**src/rtl/ysyx_25020037_pkg.sv**
```systemverilog
// Shared definitions for the memory arbiter: FSM state encoding,
// master identifiers and the grant-selection rule.
package ysyx_25020037_pkg;

    // Arbiter FSM states; the encoding is fixed so external debug logic can decode it
    localparam logic [1:0] ARB_IDLE   = 2'b00;
    localparam logic [1:0] ARB_GNT_IC = 2'b01;
    localparam logic [1:0] ARB_GNT_LS = 2'b10;

    // Master identifiers
    localparam logic MASTER_IC = 1'b0;
    localparam logic MASTER_LS = 1'b1;

    // LSU wins by default; a starved icache request overrides it
    function automatic logic pick_ls(input logic ls_req, input logic ic_req, input logic ic_starved);
        return ls_req && !(ic_req && ic_starved);
    endfunction

endpackage

```
**src/rtl/ysyx_25020037_sat_counter.sv**
```systemverilog
// Saturating up-counter with synchronous clear (clear has priority).
// at_limit is high while the count equals LIMIT; the count never wraps.
module ysyx_25020037_sat_counter #(
    parameter int LIMIT = 8,
    parameter int WIDTH = $clog2(LIMIT) + 1
) (
    input  logic clk,
    input  logic rst,
    input  logic inc,
    input  logic clr,
    output logic at_limit
);

    logic [WIDTH-1:0] count_reg;

    assign at_limit = (count_reg == WIDTH'(LIMIT));

    // Count up until LIMIT, hold there, return to zero on clr
    always_ff @(posedge clk or negedge rst) begin
        if (!rst) begin
            count_reg <= '0;
        end else if (clr) begin
            count_reg <= '0;
        end else if (inc && !at_limit) begin
            count_reg <= count_reg + WIDTH'(1);
        end
    end

endmodule

```
**src/rtl/ysyx_25020037_mem_arbiter.sv**
```systemverilog
// Two-master arbiter in front of the core memory port: icache refill
// (read-only) and LSU (read/write), one transaction outstanding.
// LSU has default priority; a starvation counter forces an icache grant,
// and a watchdog raises a sticky flag on a hung transfer.
module ysyx_25020037_mem_arbiter
    import ysyx_25020037_pkg::*;
#(
    parameter int ADDR_WIDTH   = 32,
    parameter int DATA_WIDTH   = 32,
    parameter int STARVE_LIMIT = 8,
    parameter int TIMEOUT      = 256
) (
    input  logic                    clk,
    input  logic                    rst,
    input  logic                    ic_req,
    input  logic [ADDR_WIDTH-1:0]   ic_addr,
    output logic                    ic_ready,
    output logic [DATA_WIDTH-1:0]   ic_rdata,
    input  logic                    ls_req,
    input  logic                    ls_wen,
    input  logic [ADDR_WIDTH-1:0]   ls_addr,
    input  logic [DATA_WIDTH-1:0]   ls_wdata,
    input  logic [DATA_WIDTH/8-1:0] ls_wmask,
    output logic                    ls_ready,
    output logic [DATA_WIDTH-1:0]   ls_rdata,
    output logic                    mem_req,
    output logic                    mem_wen,
    output logic [ADDR_WIDTH-1:0]   mem_addr,
    output logic [DATA_WIDTH-1:0]   mem_wdata,
    output logic [DATA_WIDTH/8-1:0] mem_wmask,
    input  logic [DATA_WIDTH-1:0]   mem_rdata,
    input  logic                    mem_ready,
    output logic                    timeout
);

    logic [1:0]              state_reg;
    logic                    mem_req_reg;
    logic                    mem_wen_reg;
    logic [ADDR_WIDTH-1:0]   mem_addr_reg;
    logic [DATA_WIDTH-1:0]   mem_wdata_reg;
    logic [DATA_WIDTH/8-1:0] mem_wmask_reg;
    logic                    timeout_reg;

    logic in_idle;
    logic in_gnt;
    logic in_gnt_ic;
    logic in_gnt_ls;
    logic starve_at_limit;
    logic wd_at_limit;
    logic grant_ls;
    logic grant_ic;

    assign in_idle   = (state_reg == ARB_IDLE);
    assign in_gnt_ic = (state_reg == ARB_GNT_IC);
    assign in_gnt_ls = (state_reg == ARB_GNT_LS);
    assign in_gnt    = in_gnt_ic || in_gnt_ls;

    // Requests are only looked at in IDLE
    assign grant_ls = in_idle && pick_ls(ls_req, ic_req, starve_at_limit);
    assign grant_ic = in_idle && !grant_ls && ic_req;

    // Cycles the icache request has waited; cleared when it wins or drops
    ysyx_25020037_sat_counter #(
        .LIMIT (STARVE_LIMIT),
        .WIDTH ($clog2(STARVE_LIMIT) + 1)
    ) u_starve_cnt (
        .clk      (clk),
        .rst      (rst),
        .inc      (ic_req && !in_gnt_ic),
        .clr      (!ic_req || grant_ic),
        .at_limit (starve_at_limit)
    );

    // Cycles spent in the current grant; at_limit marks the last allowed cycle
    ysyx_25020037_sat_counter #(
        .LIMIT (TIMEOUT - 1),
        .WIDTH ($clog2(TIMEOUT) + 1)
    ) u_wd_cnt (
        .clk      (clk),
        .rst      (rst),
        .inc      (in_gnt && !mem_ready),
        .clr      (!in_gnt || mem_ready),
        .at_limit (wd_at_limit)
    );

    // Grant FSM: latch the winner's command in IDLE, hold it until mem_ready
    always_ff @(posedge clk or negedge rst) begin
        if (!rst) begin
            state_reg     <= ARB_IDLE;
            mem_req_reg   <= 1'b0;
            mem_wen_reg   <= 1'b0;
            mem_addr_reg  <= '0;
            mem_wdata_reg <= '0;
            mem_wmask_reg <= '0;
        end else begin
            case (state_reg)
                ARB_IDLE: begin
                    if (grant_ls) begin
                        state_reg     <= ARB_GNT_LS;
                        mem_req_reg   <= 1'b1;
                        mem_wen_reg   <= ls_wen;
                        mem_addr_reg  <= ls_addr;
                        mem_wdata_reg <= ls_wdata;
                        mem_wmask_reg <= ls_wen ? ls_wmask : '0;
                    end else if (grant_ic) begin
                        state_reg     <= ARB_GNT_IC;
                        mem_req_reg   <= 1'b1;
                        mem_wen_reg   <= 1'b0;
                        mem_addr_reg  <= ic_addr;
                        mem_wdata_reg <= '0;
                        mem_wmask_reg <= '0;
                    end
                end
                ARB_GNT_IC, ARB_GNT_LS: begin
                    if (mem_ready) begin
                        state_reg   <= ARB_IDLE;
                        mem_req_reg <= 1'b0;
                        mem_wen_reg <= 1'b0;
                    end
                end
                default: begin
                    state_reg   <= ARB_IDLE;
                    mem_req_reg <= 1'b0;
                    mem_wen_reg <= 1'b0;
                end
            endcase
        end
    end

    // Sticky watchdog flag; the transfer itself keeps waiting
    always_ff @(posedge clk or negedge rst) begin
        if (!rst) begin
            timeout_reg <= 1'b0;
        end else if (in_gnt && wd_at_limit && !mem_ready) begin
            timeout_reg <= 1'b1;
        end
    end

    assign mem_req   = mem_req_reg;
    assign mem_wen   = mem_wen_reg;
    assign mem_addr  = mem_addr_reg;
    assign mem_wdata = mem_wdata_reg;
    assign mem_wmask = mem_wmask_reg;
    assign timeout   = timeout_reg;

    // Completion and read data are routed only to the granted master
    assign ic_ready = in_gnt_ic && mem_ready;
    assign ls_ready = in_gnt_ls && mem_ready;
    assign ic_rdata = in_gnt_ic ? mem_rdata : '0;
    assign ls_rdata = in_gnt_ls ? mem_rdata : '0;

endmodule

```
**config.mk**
```make
export PLATFORM = sky130hd
export DESIGN_NAME = ysyx_25020037_mem_arbiter
export DESIGN_NICKNAME = d
export VERILOG_FILES = /design/src/rtl/ysyx_25020037_pkg.sv /design/src/rtl/ysyx_25020037_sat_counter.sv /design/src/rtl/ysyx_25020037_mem_arbiter.sv
export SDC_FILE = /design/constraint.sdc
export NUM_CORES = 1
export LEC_CHECK = 0
export CORE_ASPECT_RATIO = 0.9
export CORE_UTILIZATION = 25
export DETAILED_ROUTE_END_ITERATION = 10
export REMOVE_ABC_BUFFERS = 1
export SLEW_MARGIN = 10
export SYNTH_ARGS = -nofsm -noshare
export SYNTH_HDL_FRONTEND = slang
export SYNTH_SLANG_ARGS = --single-unit
```
**constraint.sdc**
```tcl
create_clock -name clk -period 3 [get_ports clk]
set_clock_uncertainty 0.1 [all_clocks]
set_input_delay 0.3 -clock clk [delete_from_list [all_inputs] [get_ports clk]]
set_output_delay 0.3 -clock clk [all_outputs]
set_load 0.01 [all_outputs]
```
==> impl_metrics.yaml <==
outcome:
  status: "finished with violations"
  violations: "design-rule violations"
hold_path:
  hp-class: "primary input to asynchronous set/reset pin"
cells_and_area:
  syn_to_final_growth_pct: 76.3
  nets: 770
  design_area_um2: 7360
  layout-drive-gt1-share: 0.0968
  diodes: 0
  fillers: 1483
pwr:
  p_leak_uw: 0.00300
  peakVddDrop_mv: 0.403
  totalPowerFinal_uw: 6700
  power_density_nw_per_um2: 910
synth:
  ys_ff_latch: 86
  async_reset_ff_frac: 1.00
  synthAdderAreaFrac: 0.0210
  synthSimpleGateAreaFrac: 0.204
  yosys_warnings: 0
  synth_edf_count: 0
  synth_compound_area_frac: 0.196
  synth-main-ff-cell: "dfrtp_1"
  synth.cell_area_um2: 4180
  synth_top_family_by_area: "simple AND/OR/NAND/NOR gates"
  synthXorXnorAreaFrac: 0.00839
  synth_seq_area_share: 0.515
  synthCells: 362
  muxShareOfSynthArea: 0.00749
  syn_area_per_cell_um2: 11.5
  synthDistinctLibCells: 43
timing:
  slew_headroom: 0.267
  rsz0062_at_grt: "false"
  slew_violations: 0
  hold_ws_ns: 0.0592
  final.setup.tns_ns: 0
  setup_ws_ns: 0.506
  tightest_slew_ns: 1.10
  period_needed_ns: 2.49
  hold_viol: 0
  max_freq_mhz: 401
  finalSetupViolations: 0
  fin_crit_sh: 0.831
detailed_routing:
  topRoutingLayerUsed: "met4"
  wirelength_um: 13700
  ant_nets: 0
  drcViolationCount: 22
  met1_length_um: 5890
  wl_met3_um: 1030
  viasPerCell: 4.54
  wl_met2_um: 6630
  vias: 3803
  avgRoutedWirePerCell_um: 16.4
  drt-initial-drc-count: 181
  first_pass_iters: 7
floorplan:
  ioPinCount: 275
  fp.coreArea_um2: 16200
  die-area_um2: 17200
  die_w_um: 138
  start_util: 0.257
  die_h_um: 125
  rows: 44
critical_path:
  endpoint_kind: "primary output"
  worst_r2r_endpoint: "u_wd_cnt.count_reg[7]"
  crit_path_start_kind: "register"
  reg2reg_from: "u_wd_cnt.count_reg[0]"
  path_class: "register to primary output"
  reg2regPathDepth: 7
  critPathRequiredTime_ns: 2.60
  startpoint: "state_reg[1]"
  regToRegSetupSlack_ns: 0.84
  cp_max_fo: 39
  arrival_ns: 2.09
global_route:
  grt_pass1_wl_um: 21700
  grtUsageTotal: 0.160
  grt_pass1_vias: 3958
  grt_max_degree: 87
  grt-ovfl-total: 0
  antenna_found_initial: 0
cts:
  numCtsBuffers: 9
  worstSkewPairLatency_ns: 0.34
  path_clk_slew_ns: 0.07
  postCtsHoldBufs: 0
  post_cts_buffers: 0
  clock_sinks: 86
  clock_path_buffers: 2
  cts_tree: "yes"
  htreeDepth: 3
  clock-root-buffer: "clkbuf_16"
  cts_repair_resize_count: 0
place:
  io_buffers: 274
  place_congestion: 0.834
  pre_cts_slack_ns: 0.556
  placed_cell_area_um2: 7050
  dp_hpwl_um: 10100
job:
  drv_cap: 0
logic make-up after synthesis:
| family | after synthesis |
|---|---|
| mux | 3 |
| xor+xnor | 4 |
| flops | 86 |
| simple gates | 138 |
| compound gates | 91 |
| buf+inv | 33 |
| fa+ha+maj | 7 |
worst max-delay path, cell delays in order, from the launching register on:
cell and delay, ns:
dfrtp_1 0.38, inv_1 0.10, ha_2 0.51, and2_1 0.21
clkdlybuf4s50_1 0.55
report_power, final:
group | internal (uW) | switching [uW] | total (uW)
sequential | 1640 | 271 | 1910
clock | 663 | 505 | 1170
combinational | 2080 | 1540 | 3620
total | 4380 | 2320 | 6700
routing by layer:
metal  vias to the layer above  global-route usage
met2                       129               0.265
li1                       1843                   -
met4                         0              0.0436
met5                         -                   0
met1                      1818               0.197
met3                        13              0.0573
cell type report:
type	instances	area [um2]	area share
clock buffers	9	225	0.0306
repair buffers	279	2780	0.377
clock inverters	7	85.1	0.0116
well taps	207	259	0.0352
inverters	6	22.5	0.00306
multi-input cells	243	1840	0.250
flip-flops and latches	86	2150	0.292
layout by cell type (no fill, tap or decap), types with 2 or more instances in the layout:
cell type / n
a211oi_1: 2
a21oi_1: 9
a22o_1: 36
and2_1: 66
buf_4: 6
clkbuf_16: 9
clkdlybuf4s50_1: 273
clkinvlp_4: 2
dfrtp_1: 86
ha_1: 6
inv_1: 6
inv_6: 2
inv_8: 2
mux2i_1: 2
nand2_1: 3
nand2b_1: 34
nand3_1: 3
nand3b_1: 3
nand4b_1: 2
nor2_1: 9
nor2b_1: 3
nor3_1: 2
o21ai_0: 4
o221a_2: 31
o31ai_1: 2
or3_1: 3
or4_1: 2
xor2_1: 3
through the flow:
| step | instances | utilization |
|---|---|---|
| after global routing | 837 | 0.453 |
| after global placement | 821 | 0.434 |
| after CTS | 837 | 0.453 |
| after detailed placement | 821 | 0.434 |
| after floorplan | 335 | - |
| final | 837 | 0.453 |
how the worst max path moves through the flow:
stage	slack, ns	to
2_1_floorplan	0.01	mem_addr[0]
3_3_place_gp	0.67	ic_rdata[22]
3_5_place_dp	0.56	ic_rdata[25]
4_1_cts	0.17	ic_rdata[25]
5_1_grt	0.35	ic_rdata[25]
6_report	0.51	ic_rdata[20]
synth_stat cells (3+ instances only):
library cell  number  area share
nor2_1            10      0.0090
nand2_1            3      0.0027
and2_1            66       0.099
clkbuf_1          14       0.013
buf_2              4      0.0048
buf_8              3       0.011
a21oi_1            9       0.011
o221a_2           31       0.084
nand3b_1           3      0.0054
ha_1               7       0.021
nor2b_1            3      0.0045
o21ai_0            4      0.0048
inv_1              6      0.0054
a22o_1            36       0.075
buf_6              5       0.013
dfrtp_1           86        0.52
or3_1              3      0.0045
nand2b_1          34       0.051
xor2_1             3      0.0063
nand3_1            3      0.0036
Note: power is estimated with default switching activity, not from simulation.
